--- src/rtl/rand_req_arbiter.sv ---
// rand_req_arbiter: shares one latched-counter random generator among NUM_REQ requesters.
// Ports: clk, resetN (async, active-low); req level requests; rand_in generator dout;
// rise_out registered rising edge to the generator; grant one-hot one-cycle pulse;
// data_out captured value (held); data_valid pulse with grant; busy high outside IDLE.
// Optional feature: define RAND_ARB_PRIORITY_EN for fixed lowest-index priority
// instead of the default round-robin.
module rand_req_arbiter #(
  parameter int NUM_REQ    = 4,
  parameter int SIZE_BITS  = 5,
  parameter int GAP_CYCLES = 3
) (
  input  logic                 clk,
  input  logic                 resetN,
  input  logic [NUM_REQ-1:0]   req,
  input  logic [SIZE_BITS-1:0] rand_in,
  output logic                 rise_out,
  output logic [NUM_REQ-1:0]   grant,
  output logic [SIZE_BITS-1:0] data_out,
  output logic                 data_valid,
  output logic                 busy
);
  localparam int IW = $clog2(NUM_REQ);
  typedef enum logic [1:0] {IDLE, FIRE, CAPTURE, GAP} state_t;
  state_t               state_q, state_d;
  logic [IW-1:0]        winner_q, winner_d, pick;
  logic [3:0]           gap_cnt_q, gap_cnt_d;
  logic                 rise_d, valid_d;
  logic [NUM_REQ-1:0]   grant_d;
  logic [SIZE_BITS-1:0] data_d;
`ifndef RAND_ARB_PRIORITY_EN
  logic [IW-1:0]        rr_ptr_q, rr_ptr_d;
  logic [2*NUM_REQ-1:0] rot;
  logic [IW-1:0]        off;
  logic [IW:0]          sum;
  // Rotate requests so rr_ptr sits at bit 0, take the lowest set bit, then map back.
  always_comb begin
    rot = {req, req} >> rr_ptr_q;
    off = '0;
    for (int i = NUM_REQ - 1; i >= 0; i--)
      if (rot[i]) off = IW'(i);
    sum = {1'b0, rr_ptr_q} + {1'b0, off};
    pick = sum >= (IW+1)'(NUM_REQ) ? IW'(sum - (IW+1)'(NUM_REQ)) : sum[IW-1:0];
  end
`else
  always_comb begin
    pick = '0;
    for (int i = NUM_REQ - 1; i >= 0; i--)
      if (req[i]) pick = IW'(i);
  end
`endif
  always_comb begin
    state_d   = state_q;
    winner_d  = winner_q;
    gap_cnt_d = gap_cnt_q;
    grant_d   = '0;
    valid_d   = 1'b0;
    data_d    = data_out;
`ifndef RAND_ARB_PRIORITY_EN
    rr_ptr_d  = rr_ptr_q;
`endif
    case (state_q)
      IDLE: if (|req) begin
        winner_d = pick;
        state_d  = FIRE;
      end
      FIRE: state_d = CAPTURE;
      CAPTURE: begin
        data_d  = rand_in;
        grant_d = NUM_REQ'(1) << winner_q;
        valid_d = 1'b1;
`ifndef RAND_ARB_PRIORITY_EN
        rr_ptr_d = winner_q == IW'(NUM_REQ - 1) ? '0 : winner_q + 1'b1;
`endif
        if (GAP_CYCLES == 0) state_d = IDLE;
        else begin
          gap_cnt_d = 4'(GAP_CYCLES - 1);
          state_d   = GAP;
        end
      end
      GAP: begin
        state_d   = gap_cnt_q == 4'd0 ? IDLE : GAP;
        gap_cnt_d = gap_cnt_q == 4'd0 ? 4'd0 : gap_cnt_q - 4'd1;
      end
    endcase
    // Registered so rise_out is high exactly during the FIRE cycle.
    rise_d = state_d == FIRE;
  end
  always_ff @(posedge clk or negedge resetN) begin
    if (!resetN) begin
      state_q    <= IDLE;
      winner_q   <= '0;
      gap_cnt_q  <= '0;
      rise_out   <= 1'b0;
      grant      <= '0;
      data_out   <= '0;
      data_valid <= 1'b0;
`ifndef RAND_ARB_PRIORITY_EN
      rr_ptr_q   <= '0;
`endif
    end else begin
      state_q    <= state_d;
      winner_q   <= winner_d;
      gap_cnt_q  <= gap_cnt_d;
      rise_out   <= rise_d;
      grant      <= grant_d;
      data_out   <= data_d;
      data_valid <= valid_d;
`ifndef RAND_ARB_PRIORITY_EN
      rr_ptr_q   <= rr_ptr_d;
`endif
    end
  end
  assign busy = state_q != IDLE;
endmodule
--- config.mk ---
export PLATFORM = sky130hd
export DESIGN_NAME = rand_req_arbiter
export DESIGN_NICKNAME = d
export VERILOG_FILES = /design/src/rtl/rand_req_arbiter.sv
export SDC_FILE = /design/constraint.sdc
export NUM_CORES = 1
export LEC_CHECK = 0
export BUFFER_PORTS_ARGS = -buffer_cell sky130_fd_sc_hd__buf_2
export CAP_MARGIN = 10
export CORE_MARGIN = 4
export CORE_UTILIZATION = 52
export CTS_CLUSTER_SIZE = 14
export DETAILED_ROUTE_END_ITERATION = 6
export GPL_TIMING_DRIVEN = 0
export HOLD_SLACK_MARGIN = 0.06
export PLACE_DENSITY = 0.76
export SYNTH_ARGS = -nofsm -noshare
export SYNTH_HDL_FRONTEND = slang
export SYNTH_SLANG_ARGS = --single-unit
--- constraint.sdc ---
create_clock -name clk -period 2.4 [get_ports clk]
set_clock_uncertainty 0.2 [all_clocks]
set_input_delay 0.48 -clock clk [delete_from_list [all_inputs] [get_ports clk]]
set_output_delay 0.48 -clock clk [all_outputs]
set_load 0.03 [all_outputs]
# ---- Word level (Yosys, flattened, before mapping)
# Cells that the tools add are included.
dict set report word_totals {
  inputBits 11
  word_cells 39
  output_inout_bits 12
  register_bits 21
}
dict set report op_classes {
  eq_ne 5
  n_addsub 4
  shifts 2
  reduce_logical 6
  order_cmp 1
  muxes 13
}
# cell count
set ops {}
lappend ops {{2-bit two-way mux} 8}
lappend ops {{4-bit two-way mux} 2}
lappend ops {{2-bit one-hot mux with 4 select lines} 1}
lappend ops {{4-bit one-hot mux with 2 select lines} 1}
lappend ops {{8-bit by 2-bit >> shifter with 4-bit output} 1}
lappend ops {{2-bit == test (second input constant)} 3}
lappend ops {{2-bit by 1-bit == test with 1-bit output (second input constant)} 2}
lappend ops {{4-bit zero test} 1}
lappend ops {{2-bit nonzero test} 2}
lappend ops {{4-bit OR reduction} 1}
lappend ops {{1-bit by 2-bit left shift with 4-bit output (first input constant)} 1}
lappend ops {{4-bit by 1-bit subtractor with 4-bit output (second input constant)} 1}
lappend ops {{2-bit by 2-bit adder with 3-bit output} 1}
lappend ops {{3-bit greater-or-equal comparator (second input constant)} 1}
lappend ops {{2-bit by 1-bit adder with 2-bit output (second input constant)} 1}
lappend ops {{2-bit zero test} 1}
lappend ops {{2-bit AND reduction} 1}
lappend ops {{2-bit by 1-bit subtractor with 2-bit output (second input constant)} 1}
lappend ops {{1-bit two-way mux} 1}

# ---- Logic depth before layout (Yosys ltp)
# Gate-level depths: netlist (run 1).
dict set report depth {
  ltp_word 8
  depth_mapped 9
}

# ---- Least setup slack after synthesis (run 1)
# No wires, ideal clock.
dict set report synth_path {
  path_type {in2reg}
  from {in req[0]}
  to {reg winner_q[1]}
  arrival_time_ns 1.700
  required_ns 2.076
  setup_ns 0.124
  cell_stages 9
  slack_ns 0.376
  path_cell_list {buf_6 -> nor2_1 -> a2bb2oi_1 -> o211ai_1 -> o21a_1 -> ha_1 -> xnor2_1 -> nor4_1 -> o31a_1}
}
dict set report synth_between {
  elab_chain_len 8
}
# element line_no
set synth_lines {}
lappend synth_lines {{start, declared} 14} ;# input logic [NUM_REQ-1:0] req,
lappend synth_lines {{8-bit by 2-bit >> shifter with 4-bit output} 37} ;# rot = {req, req} >> rr_ptr_q;
lappend synth_lines {{2-bit two-way mux (4 in series)} 40} ;# if (rot[i]) off = IW'(i);
lappend synth_lines {{2-bit by 2-bit adder with 3-bit output} 41} ;# sum = {1'b0, rr_ptr_q} + {1'b0, off};
lappend synth_lines {{3-bit greater-or-equal comparator / 2-bit by 1-bit subtractor with 2-bit output (equally long branches)} 42} ;# pick = sum >= (IW+1)'(NUM_REQ) ? IW'(sum - (IW+1)'(NUM_REQ)) : sum[IW-1:0];
lappend synth_lines {{2-bit two-way mux} 42}
lappend synth_lines {{end signal, assigned} 102} ;# winner_q <= winner_d;
lappend synth_lines {{end, declared} 25} ;# logic [IW-1:0] winner_q, winner_d, pick;
# Parallel ways exist; a longest one is shown, timed or not.
# A chain may end at the register's enable or synchronous reset.

# ---- Final worst setup path (run 1)
dict set report layout_path {
  from {reg rr_ptr_q[1]}
  to {reg winner_q[1]}
}
dict set report layout_between {
  elab_chain_len 8
}
# element line_no
set layout_lines {}
lappend layout_lines {{start, declared} 31} ;# logic [IW-1:0] rr_ptr_q, rr_ptr_d;
lappend layout_lines {{start signal, assigned} 109} ;# rr_ptr_q <= rr_ptr_d;
lappend layout_lines {{8-bit by 2-bit >> shifter with 4-bit output} 37}
lappend layout_lines {{2-bit two-way mux (4 in series)} 40}
lappend layout_lines {{2-bit by 2-bit adder with 3-bit output *} 41}
lappend layout_lines {{3-bit greater-or-equal comparator / 2-bit by 1-bit subtractor with 2-bit output (equally long branches)} 42}
lappend layout_lines {{2-bit two-way mux *} 42}
# Every way passes the cells marked *; elsewhere a longest branch is shown, timed or not.

==> results of run 1 <==
placed cells by master (no fill, tap or decap), types with 2 or more instances in the layout:
cell / n
o21a_1: 2
nor4_1: 2
nor2_1: 8
nand2_1: 8
inv_1: 5
buf_6: 2
o31ai_1: 3
and2_1: 4
buf_2: 21
a22o_1: 2
ha_1: 5
nand2b_1: 3
dfrtp_1: 21
mux2_2: 7
o21ai_0: 2
clkbuf_4: 3
kinds of logic (layout without fill, tap and decap cells):
kind of cell | Yosys count | in the layout | synth area share
mux | 8 | 8 | 0.0844
xor+xnor | 1 | 1 | 0.00832
flops | 21 | 21 | 0.499
buf+inv | 8 | 34 | 0.0464
compound gates | 19 | 19 | 0.146
fa+ha+maj | 5 | 5 | 0.0595
simple gates | 32 | 32 | 0.156
per-layer routing:
| layer | track usage | vias to the layer above | routed length [um] |
|---|---|---|---|
| li1 | - | 379 | - |
| met1 | 0.185 | 371 | 831 |
| met2 | 0.310 | 8 | 1060 |
| met3 | 0.0338 | 4 | 44 |
| met4 | 0.0638 | 0 | 26 |
| met5 | 0 | - | 0 |
through the flow:
stage               worst slack [ns]   util  power (mW)  instances  instance area [um^2]
floorplan                      0.376      -        1.18         94                  1050
global placement               0.276  0.613        1.35        142                  1190
detailed placement             0.214  0.613        1.39        142                  1190
CTS                            0.452  0.632        1.55        147                  1230
global route                   0.346  0.632        1.67        147                  1230
finish                         0.464  0.632        1.53        147                  1230
final cells by class:
class                           instances  share of cell area
Buffer                                  3              0.0245
Clock buffer                            4              0.0214
Inverter                                5              0.0153
Multi-Input combinational cell         65               0.389
Sequential cell                        21               0.428
Tap cell                               27              0.0275
Timing Repair Buffer                   22              0.0938
path summary, 6_finish.rpt:
path	slack, ns	depth (start not counted)	from	endpoint
max reg2reg	0.46	8	rr_ptr_q[1]$_DFFE_PN0P_	winner_q[1]$_DFFE_PN0P_
max in group asynchronous	1.24	2	resetN	grant[1]$_DFF_PN0_
min reg2reg	0.31	1	data_out[1]$_DFFE_PN0P_	data_out[1]$_DFFE_PN0P_
min	0.21	2	rand_in[1]	data_out[1]$_DFFE_PN0P_
max	0.46	8	rr_ptr_q[1]$_DFFE_PN0P_	winner_q[1]$_DFFE_PN0P_
min in group asynchronous	0.45	2	resetN	gap_cnt_q[0]$_DFFE_PN0P_
registers in the layout, summed over array words and instances (netlist names):
name / count
grant: 4
rr_ptr_q: 2
data_out: 5
state_q: 2
data_valid: 1
rise_out: 1
winner_q: 2
gap_cnt_q: 4
power breakdown:
group          leakage, nW  internal [mW]  switching (mW)
clock network       0.0150         0.0647           0.100
logic                0.320          0.319           0.440
registers            0.260          0.494           0.117
total                0.596          0.877           0.657
==> out/metrics.yaml, run 1 <==
status: "finished, final reports clean"
die_w_um: 53.0
crit_fanout: 10
max_stage_delay_ns: 0.39
avgSynthCellArea_um2: 11.2
syn_area_um2: 1050
maxCapViolCount: 0
yosys-top-cells-area: "dfrtp_1 (50%), mux2_2 (7.5%), ha_1 (5.9%), nand2_1 (2.9%), nor2_1 (2.9%)"
grt_first_pass_wirelength_um: 3440
cp_num_buf_inv: 1
diodes: 0
drc: 0
vdd_ir_drop_max_uv: 904
tightest_slew_ns: 0.454
pin_count: 23
holdBufCountCts: 1
async_flop_share: 1.00
clkLatencyLatePin_ns: 0.30
placement.io_buffers: 21
leakagePower_nw: 0.596
chipHeight_um: 53.0
grt_pass1_vias: 799
slew_violations: 0
fmax_mhz: 516
finish.net_count: 137
cts_max_path_buffers: 2
synth_fp_nets: 110
vias: 762
tritoncts: "yes"
worstSetupStartpointType: "flop"
hold_viol: 0
htreeDepth: 1
cts_sinks: 21
first_iter_violations: 6
antenna_found_initial: 0
synthCells: 94
post_cts_resized: 0
ys.flop_type: "dfrtp_1"
yosysWarnings: 0
gp_congestion: 0.735
synth_top_area_share: 0.499
timing.setup.tns_ns: 0
crit_chain: "buf_6 > a2bb2oi_1 > o211ai_1 > o21a_1 > ha_1 > xnor2_1 > nor4_1 > o31a_1"
postCtsSetupRepairBufs: 0
drt-vias-per-instance: 5.18
powerDensity_nw_per_um2: 1250
ant_nets: 0
synth_commonest_cells: "dfrtp_1 (21), nand2_1 (8), nor2_1 (8)"
required_ns: 2.40
grt_util_all_layers: 0.168
synth_cell_types: 34
rsz0062_at_grt: "false"
wl_per_cell_um: 13.4
clockRootBuffer: "clkbuf_4"
synth_edf_count: 0
grt_max_degree: 22
num_rows: 16
first_pass_iters: 4
n_fill_cell: 182
path_delay_family: "compound AO/OA/AOI/OAI gates"
clk_pin_slew_ns: 0.11
synth_most_common_cell: "dfrtp_1"
slew_headroom: 0.697
placeableCoreArea_um2: 1940
globalRoute.totalOverflow: 0
setup_viol: 0
cp.arrival_ns: 1.93
area_delta_synth_final_pct: 16.6
hpwl_um: 1510
cts_buffers: 3
multi_input_area_um2: 478
whs_ns: 0.212
start_util: 0.542
dieArea_um2: 2810
crit_type: "reg2reg"
crit_slowest_cell: "dfrtp_1"
ys_ff_latch: 21
period_share: 0.807
period_needed_ns: 1.94
hold_path.class: "in2reg"
drive_above_1_share: 0.325
drt-total-wl_um: 1960
yosysSeqAreaShare: 0.499
final-seq-area_um2: 526
endpoint_kind: "flop"
synth_top_area_cell: "dfrtp_1"
(Power assumes the default switching activity.)
==> run 2: changes to the inputs <==
==> constraint.sdc (replaced) <==
create_clock -name clk -period 1.9 [get_ports clk]
set_clock_uncertainty 0.2 [all_clocks]
set_input_delay 0.38 -clock clk [delete_from_list [all_inputs] [get_ports clk]]
set_output_delay 0.38 -clock clk [all_outputs]
set_load 0.03 [all_outputs]
==> run 2 against run 1 <==
Net effect: the run now ends with negative setup slack left; utilization up 1.5 points; clock power grew 27%; wire length up 6.8%; sequential share of layout area decreased by 1.0 points; cell count up 0.68%; first-iteration DRC count rose to 2.5 times the previous value; hold slack got worse by 0.11 ns; sequential cell count stayed put; setup slack worse by 0.47 ns; critical path type unchanged; highest routed layer unchanged.
==> out/metrics.yaml, run 2 (synthesized netlist as in run 1, its figures left out) <==
status: "finished, violations left"
failed_checks: "negative setup slack"
period_share: 1.00
setup_ws_ns: -0.00636
cp_num_buf_inv: 1
tightest_slew_ns: 0.452
whs_ns: 0.105
crit_type: "reg2reg"
slew_headroom: 0.696
crit_chain: "buf_6 > nand2_2 > a21oi_2 > o2bb2ai_1 > o21a_1 > ha_2 > xnor2_2 > nor4_1 > o31a_1"
leakagePower_nw: 0.605
drc: 0
ant_nets: 0
pin_count: 23
first_iter_violations: 15
start_util: 0.542
path_delay_family: "compound AO/OA/AOI/OAI gates"
hold_viol: 0
slew_violations: 0
gp_congestion: 0.726
finish.net_count: 138
reg2reg_from: "rr_ptr_q[1]$_DFFE_PN0P_"
reg2reg_slack_ns: -0.006
place_area_um2: 1200
p_int_mw: 1.15
diodes: 0
placement.io_buffers: 21
grt_max_degree: 22
min_path_cells: 2
p_sw_uw: 866
top_register: "data_out"
power.share.sequential: 0.385
first_pass_iters: 4
required_ns: 1.95
cts_max_path_buffers: 2
grt_util_all_layers: 0.175
cts_sinks: 21
cp.arrival_ns: 1.96
dieArea_um2: 2810
maxCapViolCount: 0
htreeDepth: 1
final_util: 0.648
vdd_ir_drop_max_uv: 1030
endpoint_kind: "flop"
num_rows: 16
period_needed_ns: 1.91
chipHeight_um: 53.0
crit_slowest_cell: "dfrtp_1"
p_clk_frac: 0.104
die_w_um: 53.0
worstSetupStartpointType: "flop"
grt_pass1_vias: 757
powerDensity_nw_per_um2: 1600
fmax_mhz: 525
power_switching_share: 0.430
r2r_end: "winner_q[1]$_DFFE_PN0P_"
hold_path.class: "in2reg"
largestRegisters: "data_out (5), gap_cnt_q (4), grant (4)"
fin_area_um2: 1260
crit_fanout: 6
path_depth: 9
p_comb_frac: 0.511
area_delta_synth_final_pct: 19.5
clkLatencyLatePin_ns: 0.30
rsz0062_at_grt: "true"
largest_reg_flops: 5
cts_buffers: 3
tritoncts: "yes"
wl_per_cell_um: 14.2
power_mw: 2.01
clk_pin_slew_ns: 0.11
vias: 792
placeableCoreArea_um2: 1940
hold_end: "data_out[3]$_DFFE_PN0P_"
drt-total-wl_um: 2100
clockRootBuffer: "clkbuf_4"
drive_above_1_share: 0.372
max_stage_delay_ns: 0.36
most-common-layout-cells: "dfrtp_1 (21), buf_2 (21), nor2_1 (8)"
antenna_found_initial: 0
r2r_cells: 9
hpwl_um: 1530
globalRoute.totalOverflow: 0
drt-vias-per-instance: 5.35
hold_start: "rand_in[3]"
grt_first_pass_wirelength_um: 3480
setup_viol: 1
-- run 2: cell count changes in the layout (fill, tap and decap cells not counted), sizes merged --
cell  change
buf       +1
-- run 2: timing repair --
item,4_1_cts,5_1_grt
hold buffers,1,0
buffers inserted,1,0
setup endpoints to repair,1,1
gates resized for setup,3,0
hold endpoints to repair,21,0
cloned,0,0
pin swaps,5,0
-- run 2: final cells by class --
cell class	instances	area, um^2
Fill cell	167	684
Sequential cell	21	526
Multi-Input combinational cell	65	500
Timing Repair Buffer	23	123
Tap cell	27	33.8
Buffer	3	30.0
Clock buffer	4	26.3
Inverter	5	18.8
-- run 2: how the worst max path moves through the flow --
stage / startpoint / to / slack, ns
after global routing: rr_ptr_q[1]$_DFFE_PN0P_ / winner_q[1]$_DFFE_PN0P_ / -0.05
final: rr_ptr_q[1]$_DFFE_PN0P_ / winner_q[1]$_DFFE_PN0P_ / -0.006
after CTS: rr_ptr_q[1]$_DFFE_PN0P_ / winner_q[1]$_DFFE_PN0P_ / 0.006
after global placement: req[2] / winner_q[1]$_DFFE_PN0P_ / -0.13
after floorplan: req[0] / winner_q[1]$_DFFE_PN0P_ / -0.01
after detailed placement: req[2] / winner_q[1]$_DFFE_PN0P_ / -0.22
-- run 2: worst reg2reg max path: stages (launching register included) --
cell and delay, ns:
dfrtp_1 0.36, buf_6 0.12, nand2_2 0.06, a21oi_2 0.11
o2bb2ai_1 0.07, o21a_1 0.17, ha_2 0.18, xnor2_2 0.14
nor4_1 0.28, o31a_1 0.16
-- run 2: power by group through the flow --
stage	sequential (mW)	combinational (mW)	clock, mW
floorplan	0.946	0.573	0
global placement	0.768	0.962	0
detailed placement	0.782	1.01	0
CTS	0.774	1.04	0.218
global route	0.806	1.12	0.240
finish	0.776	1.03	0.209
-- run 2: per-layer routing --
metal | up-vias | track usage | part of all wire
li1 | 382 | - | -
met2 | 19 | 0.322 | 0.56
met1 | 387 | 0.187 | 0.39
met5 | - | 0 | 0
met3 | 4 | 0.0620 | 0.040
met4 | 0 | 0.0426 | 0.0086
-- run 2: through the flow --
| stage | setup TNS, ns | cells | setup WS (ns) |
|---|---|---|---|
| final | -0.00636 | 148 | -0.00636 |
| after global routing | -0.0484 | 148 | -0.0484 |
| after detailed placement | -0.218 | 142 | -0.218 |
| after global placement | -0.129 | 142 | -0.129 |
| after CTS | 0 | 148 | 0.00576 |
| after floorplan | -0.0111 | 94 | -0.0111 |
==> run 3: changes to the inputs <==
--- a/config.mk
+++ b/config.mk
@@ -8,12 +8,12 @@
 export BUFFER_PORTS_ARGS = -buffer_cell sky130_fd_sc_hd__buf_2
 export CAP_MARGIN = 10
 export CORE_MARGIN = 4
-export CORE_UTILIZATION = 52
+export CORE_UTILIZATION = 30
 export CTS_CLUSTER_SIZE = 14
 export DETAILED_ROUTE_END_ITERATION = 6
 export GPL_TIMING_DRIVEN = 0
 export HOLD_SLACK_MARGIN = 0.06
-export PLACE_DENSITY = 0.76
+export PLACE_DENSITY = 0.48
 export SYNTH_ARGS = -nofsm -noshare
 export SYNTH_HDL_FRONTEND = slang
 export SYNTH_SLANG_ARGS = --single-unit
==> run 3 against run 2 <==
Net effect: cell area is 3.3% higher; global-route usage is 7.4 points lower; power is 0.25% higher; the flow still finishes with violations (negative setup slack); hold slack worse by 0.013 ns; fmax is 0.45% lower; count of clock-buffer cells in the layout is 1 lower; critical path type unchanged; highest routed layer unchanged; combinational power hardly changed; non-clock buffer count is 1 higher; register-to-register slack hardly changed; cell count is 14% higher; first-iteration DRC count is 67% higher.
==> out/metrics.yaml, run 3 (synthesized netlist as in run 1, its figures left out) <==
status: "finished, violations left"
failed_checks: "negative setup slack"
setup_ws_ns: -0.0150
final_util: 0.386
slew_violations: 0
tightest_slew_ns: 0.474
n_fill_cell: 373
powerDensity_nw_per_um2: 1550
chipHeight_um: 67.2
placement.io_buffers: 21
final_cells: 168
wl_met1_um: 872
placeableCoreArea_um2: 3360
pin_count: 23
cts_sinks: 21
drive_above_1_share: 0.410
wl_met3_um: 62
cts_max_path_buffers: 2
leakagePower_nw: 0.613
dieArea_um2: 4520
clkLatencyLatePin_ns: 0.31
setup_viol: 1
fmax_mhz: 522
place_area_um2: 1220
required_ns: 1.89
grt_util_all_layers: 0.100
crit_fanout: 6
cts_buffers: 3
period_share: 1.01
hold_viol: 0
startpoint: "rr_ptr_q[1]$_DFFE_PN0P_"
drc: 0
wl_per_cell_um: 12.1
hpwl_um: 1490
cp.arrival_ns: 1.91
hold_start: "rand_in[0]"
num_rows: 21
slew_headroom: 0.684
first_pass_iters: 4
place_inst: 161
diodes: 0
clk_pin_slew_ns: 0.13
reg2reg_from: "rr_ptr_q[1]$_DFFE_PN0P_"
antenna_found_initial: 0
start_util: 0.313
grt_max_degree: 22
crit_type: "reg2reg"
clockRootBuffer: "clkbuf_4"
post-place-ws_ns: -0.167
ant_nets: 0
hold_path.class: "in2reg"
tritoncts: "yes"
top_layer_used: "met4"
drt-vias-per-instance: 4.62
drt-total-wl_um: 2030
htreeDepth: 1
largestRegisters: "data_out (5), gap_cnt_q (4), grant (4)"
wl_met2_um: 1070
largest_reg_flops: 5
vdd_ir_drop_max_uv: 600
maxCapViolCount: 0
vias: 776
rsz0062_at_grt: "true"
endpoint_kind: "flop"
power_mw: 2.02
crit_slowest_cell: "dfrtp_1"
layout_commonest_cell: "buf_2"
fin_area_um2: 1300
globalRoute.totalOverflow: 0
period_needed_ns: 1.92
grt_pass1_vias: 773
die_w_um: 67.2
first_iter_violations: 25
crit_chain: "buf_6 > nand2_2 > a21oi_2 > o2bb2ai_1 > o21a_1 > ha_2 > xnor2_2 > o31a_2 > o31a_1"
worstSetupStartpointType: "flop"
most-common-layout-cells: "buf_2 (21), dfrtp_1 (19), nor2_1 (8)"
max_stage_delay_ns: 0.35
grt_first_pass_wirelength_um: 3420
top_register: "data_out"
gp_congestion: 0.739
area_delta_synth_final_pct: 23.4
finish.net_count: 139
[run 3: critical path, delay by kind of cell, from the launching register on]
family,cells,cell delay (ns)
fa+ha+maj,1,0.18
compound gates,5,0.75
flops,1,0.35
xor+xnor,1,0.14
buf+inv,1,0.12
simple gates,1,0.06
[run 3: where the power goes]
group          switching (mW)  total, mW  internal (mW)
clock network           0.138      0.217         0.0784
registers               0.144      0.771          0.628
logic                   0.572       1.03          0.459
total                   0.854       2.02           1.17
[run 3: cell type report]
type	instances	area, um^2	area share
buffer	3	30.0	0.0231
clock buffer	3	22.5	0.0173
clock inverter	1	5.00	0.00385
inverter	5	18.8	0.0145
multi-input combinational	65	507	0.390
sequential	21	528	0.407
tap	46	57.6	0.0443
timing repair buffer	24	130	0.100
[run 3: per-layer routing]
| layer | up-vias | global-route usage |
|---|---|---|
| li1 | 385 | - |
| met1 | 382 | 0.112 |
| met2 | 7 | 0.182 |
| met3 | 2 | 0.0399 |
| met4 | 0 | 0.0152 |
| met5 | - | 0 |
[run 3: per-stage QoR]
stage	setup TNS (ns)	hold slack, ns
after floorplan	-0.0111	-0.116
after global placement	-0.136	0.171
after detailed placement	-0.167	0.177
after CTS	0	0.0839
after global routing	-0.0878	0.0652
final	-0.0150	0.0921
[run 3: path summary, 6_finish.rpt]
path                                           endpoint  slack, ns  cells after the start
worst max-delay path            winner_q[1]$_DFFE_PN0P_      -0.02                      9
max in group asynchronous          state_q[1]$_DFF_PN0_       0.81                      2
min in group asynchronous          data_valid$_DFF_PN0_       0.35                      2
worst min-delay path            data_out[0]$_DFFE_PN0P_       0.09                      2
worst min register to register  data_out[4]$_DFFE_PN0P_       0.32                      1
worst max register to register  winner_q[1]$_DFFE_PN0P_      -0.02                      9
[run 3: timing repair]
action                     CTS  global route
hold buffers                 1             0
setup buffers                2             0
hold endpoints to repair    21             0
setup endpoints to repair    1             5
pin swaps                    2             4
resized for setup            0             6
